[src/rtl/pcie_os_symbol_mux_if.sv]
// pcie_os_symbol_mux_if
//   Bus bundle between a transmit-path controller (master) and the
//   control-symbol / ordered-set mux (slave).
//   enb          advance enable; low freezes the mux
//   data_in      payload bytes, lane 0 in bits [7:0]
//   sel          single-symbol select (0 data, 1..9 K symbol, 10..15 hold)
//   os_req       ordered-set request: 0 none, 1 SKP, 2 FTS, 3 EIOS
//   os_ack       one-cycle pulse when a request is accepted
//   busy         ordered set in progress
//   data_out     registered output symbols
//   k_out        per-lane K flag
//   out_valid    data_out/k_out carry a new symbol this cycle
//   skp_pending  automatic SKP is due
interface pcie_os_symbol_mux_if #(
   parameter int unsigned LANES = 1
);
   logic                 enb;
   logic [8*LANES-1:0]   data_in;
   logic [3:0]           sel;
   logic [1:0]           os_req;
   logic                 os_ack;
   logic                 busy;
   logic [8*LANES-1:0]   data_out;
   logic [LANES-1:0]     k_out;
   logic                 out_valid;
   logic                 skp_pending;

   modport master (
      output enb, data_in, sel, os_req,
      input  os_ack, busy, data_out, k_out, out_valid, skp_pending
   );

   modport slave (
      input  enb, data_in, sel, os_req,
      output os_ack, busy, data_out, k_out, out_valid, skp_pending
   );
endinterface

[src/rtl/pcie_os_symbol_mux.sv]
// pcie_os_symbol_mux
//   Multi-lane control-symbol mux for the PCIe PHY transmit path. Each enabled
//   cycle it registers either payload data, one of nine K symbols broadcast
//   to every lane, or the next symbol of a multi-symbol ordered set
//   (COM followed by OS_LEN-1 SKP / FTS / IDL fillers).
//
//   Ports:
//     clk    rising-edge clock
//     reset  synchronous, active-high reset
//     bus    pcie_os_symbol_mux_if.slave (enb, data_in, sel, os_req in;
//            os_ack, busy, data_out, k_out, out_valid, skp_pending out)
//
//   Parameters:
//     LANES         byte lanes (1..8)
//     OS_LEN        symbols per ordered set including COM (2..16)
//     SKP_INTERVAL  enabled cycles between automatic SKP ordered sets
//
//   Build option:
//     SKP_SCHED_EN  when defined, an interval counter raises skp_pending and
//                   inserts SKP ordered sets on its own (no os_ack for those).
//                   When undefined, skp_pending is tied low.
module pcie_os_symbol_mux #(
   parameter int unsigned LANES        = 1,
   parameter int unsigned OS_LEN       = 4,
   parameter int unsigned SKP_INTERVAL = 1180
) (
   input  logic                 clk,
   input  logic                 reset,
   pcie_os_symbol_mux_if.slave  bus
);

   localparam logic [7:0] SYM_COM = 8'hBC;
   localparam logic [7:0] SYM_PAD = 8'hF7;
   localparam logic [7:0] SYM_SKP = 8'h1C;
   localparam logic [7:0] SYM_STP = 8'hFB;
   localparam logic [7:0] SYM_SDP = 8'h5C;
   localparam logic [7:0] SYM_END = 8'hFD;
   localparam logic [7:0] SYM_EDB = 8'hFE;
   localparam logic [7:0] SYM_FTS = 8'h3C;
   localparam logic [7:0] SYM_IDL = 8'h7C;

   localparam int unsigned CW = (OS_LEN > 2) ? $clog2(OS_LEN) : 1;
   localparam logic [CW-1:0] CNT_LAST = CW'(OS_LEN - 1);

   typedef enum logic {
      S_IDLE,
      S_OS_SEND
   } state_t;

   typedef enum logic [1:0] {
      OS_NONE = 2'd0,
      OS_SKP  = 2'd1,
      OS_FTS  = 2'd2,
      OS_EIOS = 2'd3
   } os_t;

   state_t              state;
   os_t                 os_type;
   logic [CW-1:0]       cnt;

   logic [8*LANES-1:0]  data_q;
   logic [LANES-1:0]    k_q;
   logic                valid_q;
   logic                ack_q;
   logic                busy_q;
   logic                pend_q;

   logic [7:0]          sel_sym;
   logic [7:0]          fill_sym;
   logic                os_start;
   os_t                 start_type;

   // Single-symbol lookup; sel 0 and 10..15 never reach the output through
   // this path, so their value here is don't-care.
   always_comb begin
      sel_sym = '0;
      unique case (bus.sel)
         4'd1:    sel_sym = SYM_COM;
         4'd2:    sel_sym = SYM_PAD;
         4'd3:    sel_sym = SYM_SKP;
         4'd4:    sel_sym = SYM_STP;
         4'd5:    sel_sym = SYM_SDP;
         4'd6:    sel_sym = SYM_END;
         4'd7:    sel_sym = SYM_EDB;
         4'd8:    sel_sym = SYM_FTS;
         4'd9:    sel_sym = SYM_IDL;
         default: sel_sym = '0;
      endcase
   end

   always_comb begin
      fill_sym = SYM_IDL;
      unique case (os_type)
         OS_SKP:  fill_sym = SYM_SKP;
         OS_FTS:  fill_sym = SYM_FTS;
         default: fill_sym = SYM_IDL;
      endcase
   end

   // An explicit request outranks a due automatic SKP; the automatic one is
   // always a SKP set.
   always_comb begin
      os_start   = (bus.os_req != 2'd0) || pend_q;
      start_type = (bus.os_req != 2'd0) ? os_t'(bus.os_req) : OS_SKP;
   end

   always_ff @(posedge clk) begin
      if (reset) begin
         state   <= S_IDLE;
         os_type <= OS_NONE;
         cnt     <= '0;
         data_q  <= '0;
         k_q     <= '0;
         valid_q <= 1'b0;
         ack_q   <= 1'b0;
         busy_q  <= 1'b0;
      end else begin
         valid_q <= 1'b0;
         ack_q   <= 1'b0;
         if (bus.enb) begin
            unique case (state)
               S_IDLE: begin
                  busy_q <= 1'b0;
                  if (os_start) begin
                     os_type <= start_type;
                     data_q  <= {LANES{SYM_COM}};
                     k_q     <= '1;
                     valid_q <= 1'b1;
                     ack_q   <= (bus.os_req != 2'd0);
                     busy_q  <= 1'b1;
                     cnt     <= CW'(1);
                     state   <= S_OS_SEND;
                  end else if (bus.sel == 4'd0) begin
                     data_q  <= bus.data_in;
                     k_q     <= '0;
                     valid_q <= 1'b1;
                  end else if (bus.sel <= 4'd9) begin
                     data_q  <= {LANES{sel_sym}};
                     k_q     <= '1;
                     valid_q <= 1'b1;
                  end
               end
               S_OS_SEND: begin
                  data_q  <= {LANES{fill_sym}};
                  k_q     <= '1;
                  valid_q <= 1'b1;
                  // busy stays up while the last filler is on the output and
                  // drops on the following IDLE cycle unless a new set starts.
                  if (cnt == CNT_LAST) begin
                     cnt   <= '0;
                     state <= S_IDLE;
                  end else begin
                     cnt <= cnt + CW'(1);
                  end
               end
               default: state <= S_IDLE;
            endcase
         end
      end
   end

`ifdef SKP_SCHED_EN
   localparam int unsigned IW = (SKP_INTERVAL > 2) ? $clog2(SKP_INTERVAL) : 1;
   localparam logic [IW-1:0] IVL_MAX = IW'(SKP_INTERVAL - 1);

   logic [IW-1:0] ivl_cnt;
   logic [IW-1:0] ivl_next;
   logic          skp_start;

   // Any SKP set starting this cycle, requested or scheduled, restarts the
   // interval.
   always_comb begin
      skp_start = bus.enb && (state == S_IDLE) &&
                  ((bus.os_req == 2'd1) || ((bus.os_req == 2'd0) && pend_q));
      ivl_next  = (ivl_cnt == IVL_MAX) ? ivl_cnt : ivl_cnt + IW'(1);
   end

   always_ff @(posedge clk) begin
      if (reset) begin
         ivl_cnt <= '0;
         pend_q  <= 1'b0;
      end else if (skp_start) begin
         ivl_cnt <= '0;
         pend_q  <= 1'b0;
      end else if (bus.enb) begin
         ivl_cnt <= ivl_next;
         pend_q  <= (ivl_next == IVL_MAX);
      end
   end
`else
   logic unused_skp_interval;

   always_comb begin
      pend_q              = 1'b0;
      unused_skp_interval = ^SKP_INTERVAL;
   end
`endif

   assign bus.data_out    = data_q;
   assign bus.k_out       = k_q;
   assign bus.out_valid   = valid_q;
   assign bus.os_ack      = ack_q;
   assign bus.busy        = busy_q;
   assign bus.skp_pending = pend_q;

endmodule

[src/flat_wrapper.sv]
// flat-port wrapper written by rule: the top's interface ports become plain ports
module pcie_os_symbol_mux_flat 
#(
   parameter int unsigned LANES        = 1,
   parameter int unsigned OS_LEN       = 4,
   parameter int unsigned SKP_INTERVAL = 1180
)
  (clk, reset, bus_enb, bus_data_in, bus_sel, bus_os_req, bus_os_ack, bus_busy, bus_data_out, bus_k_out, bus_out_valid, bus_skp_pending);
  pcie_os_symbol_mux_if #(.LANES(LANES)) bus_i ();
  input  logic clk;
  input  logic reset;
  input wire logic [$bits(bus_i.enb)-1:0] bus_enb;
  input wire logic [$bits(bus_i.data_in)-1:0] bus_data_in;
  input wire logic [$bits(bus_i.sel)-1:0] bus_sel;
  input wire logic [$bits(bus_i.os_req)-1:0] bus_os_req;
  output wire logic [$bits(bus_i.os_ack)-1:0] bus_os_ack;
  output wire logic [$bits(bus_i.busy)-1:0] bus_busy;
  output wire logic [$bits(bus_i.data_out)-1:0] bus_data_out;
  output wire logic [$bits(bus_i.k_out)-1:0] bus_k_out;
  output wire logic [$bits(bus_i.out_valid)-1:0] bus_out_valid;
  output wire logic [$bits(bus_i.skp_pending)-1:0] bus_skp_pending;
  assign bus_i.enb = bus_enb;
  assign bus_i.data_in = bus_data_in;
  assign bus_i.sel = bus_sel;
  assign bus_i.os_req = bus_os_req;
  assign bus_os_ack = bus_i.os_ack;
  assign bus_busy = bus_i.busy;
  assign bus_data_out = bus_i.data_out;
  assign bus_k_out = bus_i.k_out;
  assign bus_out_valid = bus_i.out_valid;
  assign bus_skp_pending = bus_i.skp_pending;
  pcie_os_symbol_mux #(.LANES(LANES), .OS_LEN(OS_LEN), .SKP_INTERVAL(SKP_INTERVAL)) u_core (.clk(clk), .reset(reset), .bus(bus_i));
endmodule
[config.mk]
export PLATFORM = sky130hd
export DESIGN_NAME = pcie_os_symbol_mux_flat
export DESIGN_NICKNAME = d
export VERILOG_FILES = /design/src/rtl/pcie_os_symbol_mux_if.sv /design/src/rtl/pcie_os_symbol_mux.sv /design/src/flat_wrapper.sv
export SDC_FILE = /design/constraint.sdc
export NUM_CORES = 1
export LEC_CHECK = 0
export CORE_MARGIN = 5
export CORE_UTILIZATION = 49
export CTS_CLUSTER_DIAMETER = 30
export DETAILED_ROUTE_END_ITERATION = 8
export PLACE_DENSITY = 0.83
export RECOVER_POWER = 100
export SYNTH_ARGS = -nofsm -noshare
export SYNTH_HDL_FRONTEND = slang
export SYNTH_SLANG_ARGS = --single-unit
[constraint.sdc]
create_clock -name clk -period 4.6 [get_ports clk]
set_clock_uncertainty 0.1 [all_clocks]
set_input_delay 0.92 -clock clk [delete_from_list [all_inputs] [get_ports clk]]
set_output_delay 0.92 -clock clk [all_outputs]
set_load 0.03 [all_outputs]
* Word-level counts from Yosys, hierarchy flattened
Memory sizes are Yosys's and may differ from the RTL's.
Cells that the tools add are included.
** Cells by class
- Equal/unequal tests :: 5
- Order comparisons :: 1
- Multiplexer cells :: 19
- Bitwise logic cells :: 2
- Reduce and logical (&&, ||, !) cells :: 8
- Add/subtract/negate cells :: 1
** Operators by type and width (number)
- $mux W8 :: 3
- $pmux W8 S2 :: 1
- $pmux W7 S2 :: 1
- $mux W1 :: 8
- $pmux W1 S2 :: 3
- $reduce_and A2 Y1 :: 3
- $eq A2 B2 Y1 const B :: 2
- $le A4 B4 Y1 const B :: 1
- $logic_not A4 Y1 :: 1
- $mux W2 :: 2
- $ne A4 B1 Y1 const B :: 1
- $pmux W2 S2 :: 1
- $reduce_and A3 Y1 :: 1
- $reduce_or A3 Y1 :: 1
- $add A2 B1 Y2 const B :: 1
- $eq A2 B1 Y1 const B :: 1
- $ne A2 B1 Y1 const B :: 1
- $not A1 Y1 :: 2
- $reduce_bool A2 Y1 :: 1
- $reduce_or A2 Y1 :: 1
** Word-level totals
- Memory bits (read-only) :: 128
- Memories kept :: 1
- Word-level logic and storage cells :: 45
- Bits in registers :: 17
- Output and inout port bits :: 13
** Memory list
- (name not given) :: depth 16, width 8, read ports 1, clocked after Yosys merged registers in 0, write ports 0, line pcie_os_symbol_mux.sv:77 : unique case (bus.sel)

* Longest topological paths before layout
- Depth after elaboration :: 5
- Depth in mapped cells :: 7
- Mapped depth without buffers :: 6

* Least setup slack after synthesis
No wires, ideal clock.
- Path type :: in2reg
- Start :: input bus_sel[0]
- End :: register u_core.data_q[3] (netlist: u_core.bus.data_out[3])
- Data arrival time :: 1.996 ns
- Stages on the path :: 5
- Library setup time :: 0.119 ns
- Setup slack :: 2.385 ns
- Path through :: inv_1 ha_1 o21ba_2 o31a_4 o221a_1
** On the way
- Cells in the longest elaborated chain, start to end :: 5
** Ends and longest elaborated chain
- from (decl) :: line flat_wrapper.sv:14 : input wire logic [$bits(bus_i.sel)-1:0] bus_sel;
- $mem_v2 Z16 W8
- $mux W8 :: line pcie_os_symbol_mux.sv:137 : end else if (bus.sel <= 4'd9) begin
- $mux W8 :: line pcie_os_symbol_mux.sv:133 : end else if (bus.sel == 4'd0) begin
- $mux W8 :: line pcie_os_symbol_mux.sv:124 : if (os_start) begin
- $pmux W8 S2 :: line pcie_os_symbol_mux.sv:121 : unique case (state)
- to (signal assigned) :: line pcie_os_symbol_mux.sv:126 : data_q <= {LANES{SYM_COM}};
- to (signal assigned) :: line pcie_os_symbol_mux.sv:134 : data_q <= bus.data_in;
- to (signal assigned) :: line pcie_os_symbol_mux.sv:138 : data_q <= {LANES{sel_sym}};
- to (decl) :: line pcie_os_symbol_mux.sv:61 : logic [8*LANES-1:0] data_q;
Parallel ways exist; a longest one is shown, timed or not. The select of a mux whose other input is x is not followed.
A chain may end at the register's enable or synchronous reset.

* Final worst setup path
- Start :: input bus_sel[0]
- End :: register u_core.data_q[0] (netlist: u_core.bus.data_out[0])
Same word-level chain as after synthesis.

==> run summary <==
The flow ran to the end, and the final reports show no timing, DRC or antenna violations. Worst min-delay path category: register to register. Of all flip-flops after synthesis, the portion carrying an async set or reset was 0%. In this run the worst path has a maximum fanout of 8.

The number of hold buffers added after CTS was 0. After clock tree synthesis, the clock-pin slew on the worst setup and hold paths is 110 ps. In this run the power density over the cells is 264 nW/um2. The initial utilization of the core area, before any placement, comes to 50.8%. The tools report the critical path capture point type as a register.

Clock latency of the later-clocked register in the worst-skew pair: 300 ps. The number of iterations in the first detailed-routing pass was 4; the area used by multi-input combinational logic was 556 um2. Buffers inserted during clock tree synthesis total 3. The synthesized design contains 17 register bits. From left edge to right edge, the die measures 54.6 um. The synthesized netlist contains 32 unique library cells. Across the run, the number of max-cap violations was 0. The tools report the register area as 340 um2. The most common cell after layout, fill and taps aside is dfxtp_1.

Dividing the final minimum period by the clock period gives 68.0%. Dividing the detail-routed wire length by the instance count gives 13.1 um. Counting flops with a built-in enable in the synthesized netlist gives 0. The logs give 171 for the non-filler instance count after layout and 0 ps for the sum of negative setup slack. The tools report the top-level I/O count as 30. The die area came out at 2980 um2. After detailed routing, the number of remaining DRC violations is 0. The overflow left after global routing is 0. The maximum number of pins on one net before global-route repair was 16. The tools report the total power consumption of the routed design as 0.334 mW.

The tools report the count of final setup violators as 0. The tools report the total track usage as 17.5%. The congestion estimate from routability-driven global placement came to 0.844. The mean post-synth cell area is 8.20 um2. Initial detailed-routing violation count: 29. Summed over all instances, the cell type with the most area after synthesis is dfxtp_1. For this design, the sink count on the clock tree is 17. Using the TritonRoute via totals, the vias-per-cell ratio works out to 5.35. By area the synthesized netlist is led by dfxtp_1 (35%), ha_1 (9.0%), a21oi_1 (7.2%).

The area fraction of the dominant cell type after synthesis was 34.9%. Row generation in the floorplan step produced 16 rows. Counting every instance in the synthesized netlist gives 119.

The register area share after synthesis came out at 34.9%. From synthesis to final layout, the design area changed by 29.5%. The via count of the first global-routing pass is 849. The number of antenna diodes was 0. The net count of the finished layout is 169. In this run the tool buffered the top-level ports with 28 buffer cells.

The summed instance area of the synthesized netlist was 976 um2; the synthesized netlist net count was 143. The fraction of layout cells with a size suffix above 1 is 4.86%. The initial antenna violation count is 0.

The library cells used most frequently in the layout, excluding fill and tap cells, are dfxtp_1 (17), dlygate4sd3_1 (15), a21oi_1 (14). STA classifies the critical path startpoint as a primary input. Setup repair after global routing left no endpoint under its margin. The path type of the worst setup path is primary input to register. The minimum period implied by the final worst setup slack came out at 3130 ps. In this run, placement finished with an instance count of 167.

The tools report the routed wire length as 2.24 mm. The number of fill cells was 173; the detailed placer's ending HPWL was 1.74 mm. In this run the post-CTS setup repair buffer count came out at 0. Across all layers, the routed design uses 915 vias. The count of H-tree levels built during CTS came out at 1.

The final number of max-transition violations came out at 0. Static timing analysis puts the maximum clock frequency at 320 MHz. The die is 54.6 um tall.

The region available for standard cell placement spans 1920 um2. The count of yosys warnings during synthesis is 0. The global-route wire length before repair came out at 3.73 mm. For the leakage component of the power, the log shows 0.526 nW. TritonCTS built the clock tree.

The slew at the pin with the worst max-slew slack was 1020 ps; the total of cells resized after clock tree synthesis was 0. IR analysis of the VDD net gives a maximum drop of 0.215 mV. Data arrives at the worst endpoint at 3260 ps. The run gives 4730 ps as the data required time at the worst endpoint.

Counting along the longest clock path gives a buffer depth of 2. The cell sitting at the root of the clock tree is a clkbuf_4. The logs give 0 for the number of routed nets with antenna violations and 31.5% for the worst max-slew margin expressed relative to the limit. The hold violation total from the final report came out at 0. For this run, the leading register cell type out of synthesis is dfxtp_1.
where the power goes:
group	internal (mW)	total [mW]	leakage [nW]	switching, mW
sequential	0.157	0.164	0.140	0.00641
combinational	0.0388	0.0881	0.368	0.0493
clock	0.0324	0.0822	0.0177	0.0498
path summary, 6_finish.rpt:
check | start | end | slack [ps] | cells past startpoint
worst max-delay path | bus_sel[0] | u_core.bus.data_out[0] | 1470 | 7
worst min-delay path | u_core.bus.data_out[2] | u_core.bus.data_out[2] | 360 | 2
worst max register to register | u_core.state | u_core.bus.data_out[0] | 2440 | 4
worst min register to register | u_core.bus.data_out[2] | u_core.bus.data_out[2] | 360 | 2
flip-flops by register name, summed over array words and instances, names as in the netlist:
name,count
u_core.bus.data_out,8
u_core.cnt,2
u_core.os_type,2
u_core.bus.busy,1
u_core.bus.k_out,1
u_core.bus.os_ack,1
u_core.bus.out_valid,1
u_core.state,1
worst max-delay path, stage by stage:
cell	delay (ps)
dlygate4sd3_1	630
inv_1	110
ha_1	230
o21ba_1	210
o31ai_1	860
nand2_1	120
a21oi_1	170
area by class of cell:
class	count	share of cell area, %
Timing Repair Buffer	28	22.2
Clock inverter	1	0.396
Tap cell	27	2.67
Inverter	7	2.08
Sequential cell	17	26.9
Clock buffer	3	1.78
Multi-Input combinational cell	88	44.0
synthesized netlist by cell type (all sizes together) (3+ instances only):
master / number
dfxtp: 17
nor3: 4
nor2: 9
nand2b: 5
clkbuf: 3
a21oi: 14
buf: 4
nand2: 13
ha: 7
o21ai: 9
inv: 7
nand3: 5
routing by layer:
metal	vias to the layer above	routed length, um	global-route usage, %
met1	417	1020	21.9
met4	0	27	8.71
met2	25	1080	28.7
met3	4	117	2.72
li1	469	-	-
met5	-	0	0
through the flow:
| step | setup slack (ps) | hold slack (ps) | utilization [%] | cell area (um2) |
|---|---|---|---|---|
| after global routing | 1260 | 390 | 65.8 | 1260 |
| after CTS | 2030 | 362 | 66.5 | 1280 |
| after detailed placement | 1710 | 346 | 65.0 | 1250 |
| final | 1470 | 355 | 65.8 | 1260 |
| after floorplan | 2390 | 336 | - | 976 |
| after global placement | 1760 | 339 | 65.0 | 1250 |
kinds of logic after synthesis:
logic type | synth area share, %
flip-flops | 34.9
adder cells (fa/ha/maj) | 8.97
other | 0.384
AND/OR/NAND/NOR | 20.3
AO/OA/AOI/OAI | 28.7
buffers and inverters | 6.79
Note: power is estimated with default switching activity, not from simulation.
==> edit 1 (same flow settings) <==
Build with the macro `SKP_SCHED_EN` defined.
--- a/src/rtl/pcie_os_symbol_mux.sv
+++ b/src/rtl/pcie_os_symbol_mux.sv
@@ -19,6 +19,8 @@
 //     SKP_SCHED_EN  when defined, an interval counter raises skp_pending and
 //                   inserts SKP ordered sets on its own (no os_ack for those).
 //                   When undefined, skp_pending is tied low.
+`define SKP_SCHED_EN
+
 module pcie_os_symbol_mux #(
    parameter int unsigned LANES        = 1,
    parameter int unsigned OS_LEN       = 4,
Check against the original RTL: no difference found for any inputs over 10 cycles, from zero or initial values and one cycle with reset high; that may be too few to reach the edited logic, so the function may still have changed.
==> edit 1 against the original RTL <==
- critical path depth shrank 1
- core utilization shrank 5.7 points
- cell count grew 65%
- routed wire length grew 61%
- worst setup slack gained 0.25 ns
- power grew 64%
- die area grew 56%
- combinational power grew 11%
- count of clock-buffer cells in the layout grew 4
- hold slack lost 0.0023 ns
- synthesized area grew 70%
- non-clock buffer count grew 3
- final area grew 57%
- sequential cell count grew 12
- critical path type unchanged
- largest power group unchanged
==> edit 1: results (changes against the original RTL) <==
DRT iter0 DRCs 112 (was 29); reg-to-reg slack, setup 2.48 ns (was 2.44 ns); metal2 WL 1760 µm (was 1080 µm); share of layout cells above drive strength 1 5.08% (was 4.86%); Port Buffers 29 (was 28); most frequent cells after synthesis 29 x dfxtp_1, 26 x nor2_1, 25 x nand2_1 (was 17 x dfxtp_1, 14 x a21oi_1, 13 x nand2_1); Detailed Route WL 3600 µm (was 2240 µm); top cell type's share of synthesized area 35.0% (was 34.9%); Inst Count DP 274 (was 167); worst-skew pair later-pin latency 0.33 ns (was 0.30 ns); Worst R2R Path Depth 6 (was 4); power share of the clock group 32.6% (was 24.6%); Largest register FFs 11 (was 8); crit path to u_core.bus.skp_pending$_SDFFE_PP0P_ (was u_core.bus.data_out[0]$_SDFFE_PP0P_); cts bufs inserted 5 (was 3); wl on met1 1610 µm (was 1020 µm); first-pass GRT wire length 6290 µm (was 3730 µm); Power per Cell Area 275 nW/µm² (was 264 nW/µm²); Slew @ Worst Pin 0.705 ns (was 1.02 ns); Worst Setup SP bus_enb (was bus_sel[0]); dpl hpwl 2680 µm (was 1740 µm); peak supply drop 0.147 mV (was 0.215 mV); nets 258 (was 169); Worst Hold Slack 0.353 ns (was 0.355 ns); critical path's largest stage delay 0.94 ns (was 0.86 ns); fillers 319 (was 173); pin count of the biggest net entering global routing 20 (was 16); Synth Net Count 235 (was 143); vias in the first global route 1517 (was 849); Net Sw Frac 28.2% (was 31.6%); post-synthesis sequential area ratio 35.0% (was 34.9%); top cells by area, synth dfxtp_1 35%, nor2_1 5.9%, nand2_1 5.7% (was dfxtp_1 35%, ha_1 9.0%, a21oi_1 7.2%); Reg-to-Reg Start u_core.ivl_cnt[0]$_SDFFE_PP0P_ (was u_core.state$_SDFFE_PP0P_); Comb power 0.0979 mW (was 0.0881 mW); Worst EP required 4.72 ns (was 4.73 ns); status finished clean (unchanged); Hold Crit Start u_core.bus.data_out[2]$_SDFFE_PP0P_ (unchanged); Gate Count Post-Synth 212 (was 119); WL met3 166 µm (was 117 µm); GPL Wtd Cong 0.831 (was 0.844); via-per-instance ratio 5.44 (was 5.35); DP Area 1920 µm² (was 1250 µm²); Distinct cells, synth 44 (was 32); Worst path slowest cell dlygate4sd3_1 (was o31ai_1); Tcrit/Tclk final 62.6% (was 68.0%); crit-path max FO 19 (was 8); Place WS 1.52 ns (was 1.71 ns); Worst R2R End u_core.bus.skp_pending$_SDFFE_PP0P_ (was u_core.bus.data_out[0]$_SDFFE_PP0P_); post-cts repair resize count 0 (unchanged); H-tree depth 2 (was 1); gr usage total 17.6% (was 17.5%)
==> edit 1: changes by cell type after synthesis, sizes merged, moves of 4 or more <==
| cell | unedited run | this run |
|---|---|---|
| nor2 | 9 | 26 |
| nand3 | 5 | 10 |
| a22oi | 0 | 4 |
| o21ai | 9 | 13 |
| nand2 | 13 | 25 |
| dfxtp | 17 | 29 |
| xor2 | 0 | 4 |
| clkbuf | 3 | 9 |
| xnor2 | 0 | 4 |
| nand2b | 5 | 1 |
==> edit 1: per-layer routing <==
layer | track usage, % | vias to the layer above
met2 | 31.5 | 40
met5 | 0 | -
li1 | - | 797
met1 | 19.6 | 688
met4 | 6.95 | 0
met3 | 4.76 | 10
==> edit 1: cell families (layout without fill, tap and decap cells) <==
| logic type | count (synthesis) | in the layout | share of synthesized area (%) |
|---|---|---|---|
| and+or+nand+nor | 90 | 90 | 26.4 |
| AOI/OAI and AO/OA | 54 | 54 | 20.9 |
| DFF | 29 | 29 | 35.0 |
| buffers and inverters | 23 | 47 | 7.84 |
| xor gates and xnor gates | 8 | 8 | 4.22 |
| adders and majority gates | 6 | 6 | 4.52 |
| muxes | 2 | 2 | 1.21 |
==> edit 1: final cells by class <==
class | instances | area [µm²] | area share, %
Multi-Input combinational cell | 160 | 950 | 47.7
Sequential cell | 29 | 581 | 29.2
Timing Repair Buffer | 31 | 302 | 15.2
Clock buffer | 7 | 65.1 | 3.27
Tap cell | 46 | 57.6 | 2.89
Inverter | 8 | 30.0 | 1.51
Clock inverter | 1 | 5.00 | 0.252
==> edit 1: worst register-to-register path, cell delays in order, from the launching register on <==
cell and delay [ns]:
dfxtp_1 0.45, ha_1 0.42, nand2_1 0.10, o31ai_1 0.21
a2bb2oi_1 0.10, or4_1 0.51, o31ai_1 0.18
==> edit 2 (config.mk and constraints unchanged) <==
Without the edit above. `OS_LEN` is set to 4 in 2 places; all go to 2.
--- a/src/rtl/pcie_os_symbol_mux.sv
+++ b/src/rtl/pcie_os_symbol_mux.sv
@@ -21,7 +21,7 @@
 //                   When undefined, skp_pending is tied low.
 module pcie_os_symbol_mux #(
    parameter int unsigned LANES        = 1,
-   parameter int unsigned OS_LEN       = 4,
+   parameter int unsigned OS_LEN       = 2,
    parameter int unsigned SKP_INTERVAL = 1180
 ) (
    input  logic                 clk,
--- a/src/flat_wrapper.sv
+++ b/src/flat_wrapper.sv
@@ -2,7 +2,7 @@
 module pcie_os_symbol_mux_flat 
 #(
    parameter int unsigned LANES        = 1,
-   parameter int unsigned OS_LEN       = 4,
+   parameter int unsigned OS_LEN       = 2,
    parameter int unsigned SKP_INTERVAL = 1180
 )
   (clk, reset, bus_enb, bus_data_in, bus_sel, bus_os_req, bus_os_ack, bus_busy, bus_data_out, bus_k_out, bus_out_valid, bus_skp_pending);
Function: changed (a bounded check fails within 4 cycles, from zero or initial values and one cycle with reset high).
==> edit 2 against the original RTL <==
- die area is 6.5% lower
- sequential share of layout area rose by 0.25 points
- hold slack gained 0.0040 ns
- fmax grew 7.0%
- first-iteration DRC count shrank 59%
- sequential cell count shrank 1
- routed wire length fell by 9.4%
- register-to-register slack gained 0.29 ns
- final area down 6.7%
- worst setup slack better by 0.20 ns
- clock power increased by 10%
- synthesized cell count down 13%
- power shrank 1.7%
- synthesized area is 7.9% lower
==> edit 2: results (changes against the original RTL) <==
buffer share of cell area 23.8% (was 22.2%); Worst R2R End u_core.bus.data_out[5]$_SDFFE_PP0P_ (was u_core.bus.data_out[0]$_SDFFE_PP0P_); P_leak 0.491 nW (was 0.526 nW); CP arrival 2.97 ns (was 3.26 ns); Inst Count DP 151 (was 167); fillers 162 (was 173); Slew HR 52.3% (was 31.5%); GPL Wtd Cong 0.829 (was 0.844); clock net sink count 16 (was 17); hold endpoint u_core.os_type[1]$_SDFFE_PP0P_ (was u_core.bus.data_out[2]$_SDFFE_PP0P_); sequential cell area 320 µm² (was 340 µm²); CLK BUF 4 (was 3); GRT met2 Usage 27.9% (was 28.7%); Distinct cells, synth 34 (was 32); first-pass GRT wire length 3300 µm (was 3730 µm); Synth Net Count 127 (was 143); vias in the first global route 776 (was 849); GRT met1 Usage 18.4% (was 21.9%); reg-to-reg slack, setup 2.73 ns (was 2.44 ns); critical path's largest stage delay 0.63 ns (was 0.86 ns); status finished clean (unchanged); gr usage total 16.3% (was 17.5%); top cells by area, synth dfxtp_1 36%, ha_1 8.4%, nand2_1 5.0% (was dfxtp_1 35%, ha_1 9.0%, a21oi_1 7.2%); vias 840 (was 915); pin count of the biggest net entering global routing 19 (was 16); DRT iter0 DRCs 12 (was 29); metal2 WL 1020 µm (was 1080 µm); Routed wire per std cell 13.1 µm (about the same); Clock buf/inv share 3.08% (was 2.18%); peak supply drop 0.262 mV (was 0.215 mV); crit-path max FO 10 (was 8); Worst R2R Path Depth 3 (was 4); crit path to u_core.bus.data_out[5]$_SDFFE_PP0P_ (was u_core.bus.data_out[0]$_SDFFE_PP0P_); inverter count 6 (was 7); multi-input combinational area share 41.4% (was 44.0%); share of layout cells above drive strength 1 4.62% (was 4.86%); Worst-path clk slew 0.09 ns (was 0.11 ns); Worst path slowest cell a2111oi_0 (was o31ai_1)
[edit 2: stage by stage]
step                      utilization (%)  worst slack, ns  hold WS [ns]  cell area (µm²)  power, mW
final                                68.3             1.67         0.359             1180      0.329
after global routing                 68.3             1.58         0.392             1180      0.352
after CTS                            70.0             1.86         0.362             1210      0.339
after detailed placement             67.9             1.55         0.349             1170      0.248
after global placement               67.9             1.66         0.349             1170      0.247
after floorplan                         -             2.27         0.336              898      0.212
[edit 2: cell families after synthesis]
logic type / share of synthesized area, %
multiplexers: 1.11
buffers and inverters: 6.68
AND/OR/NAND/NOR: 19.9
flip-flops: 35.7
other: 0.417
adder cells (fa/ha/maj): 8.36
AO/OA/AOI/OAI: 27.9
[edit 2: power by group]
| group | switching [mW] | internal (mW) |
|---|---|---|
| clock network | 0.0422 | 0.0482 |
| registers | 0.00541 | 0.149 |
| logic | 0.0473 | 0.0368 |
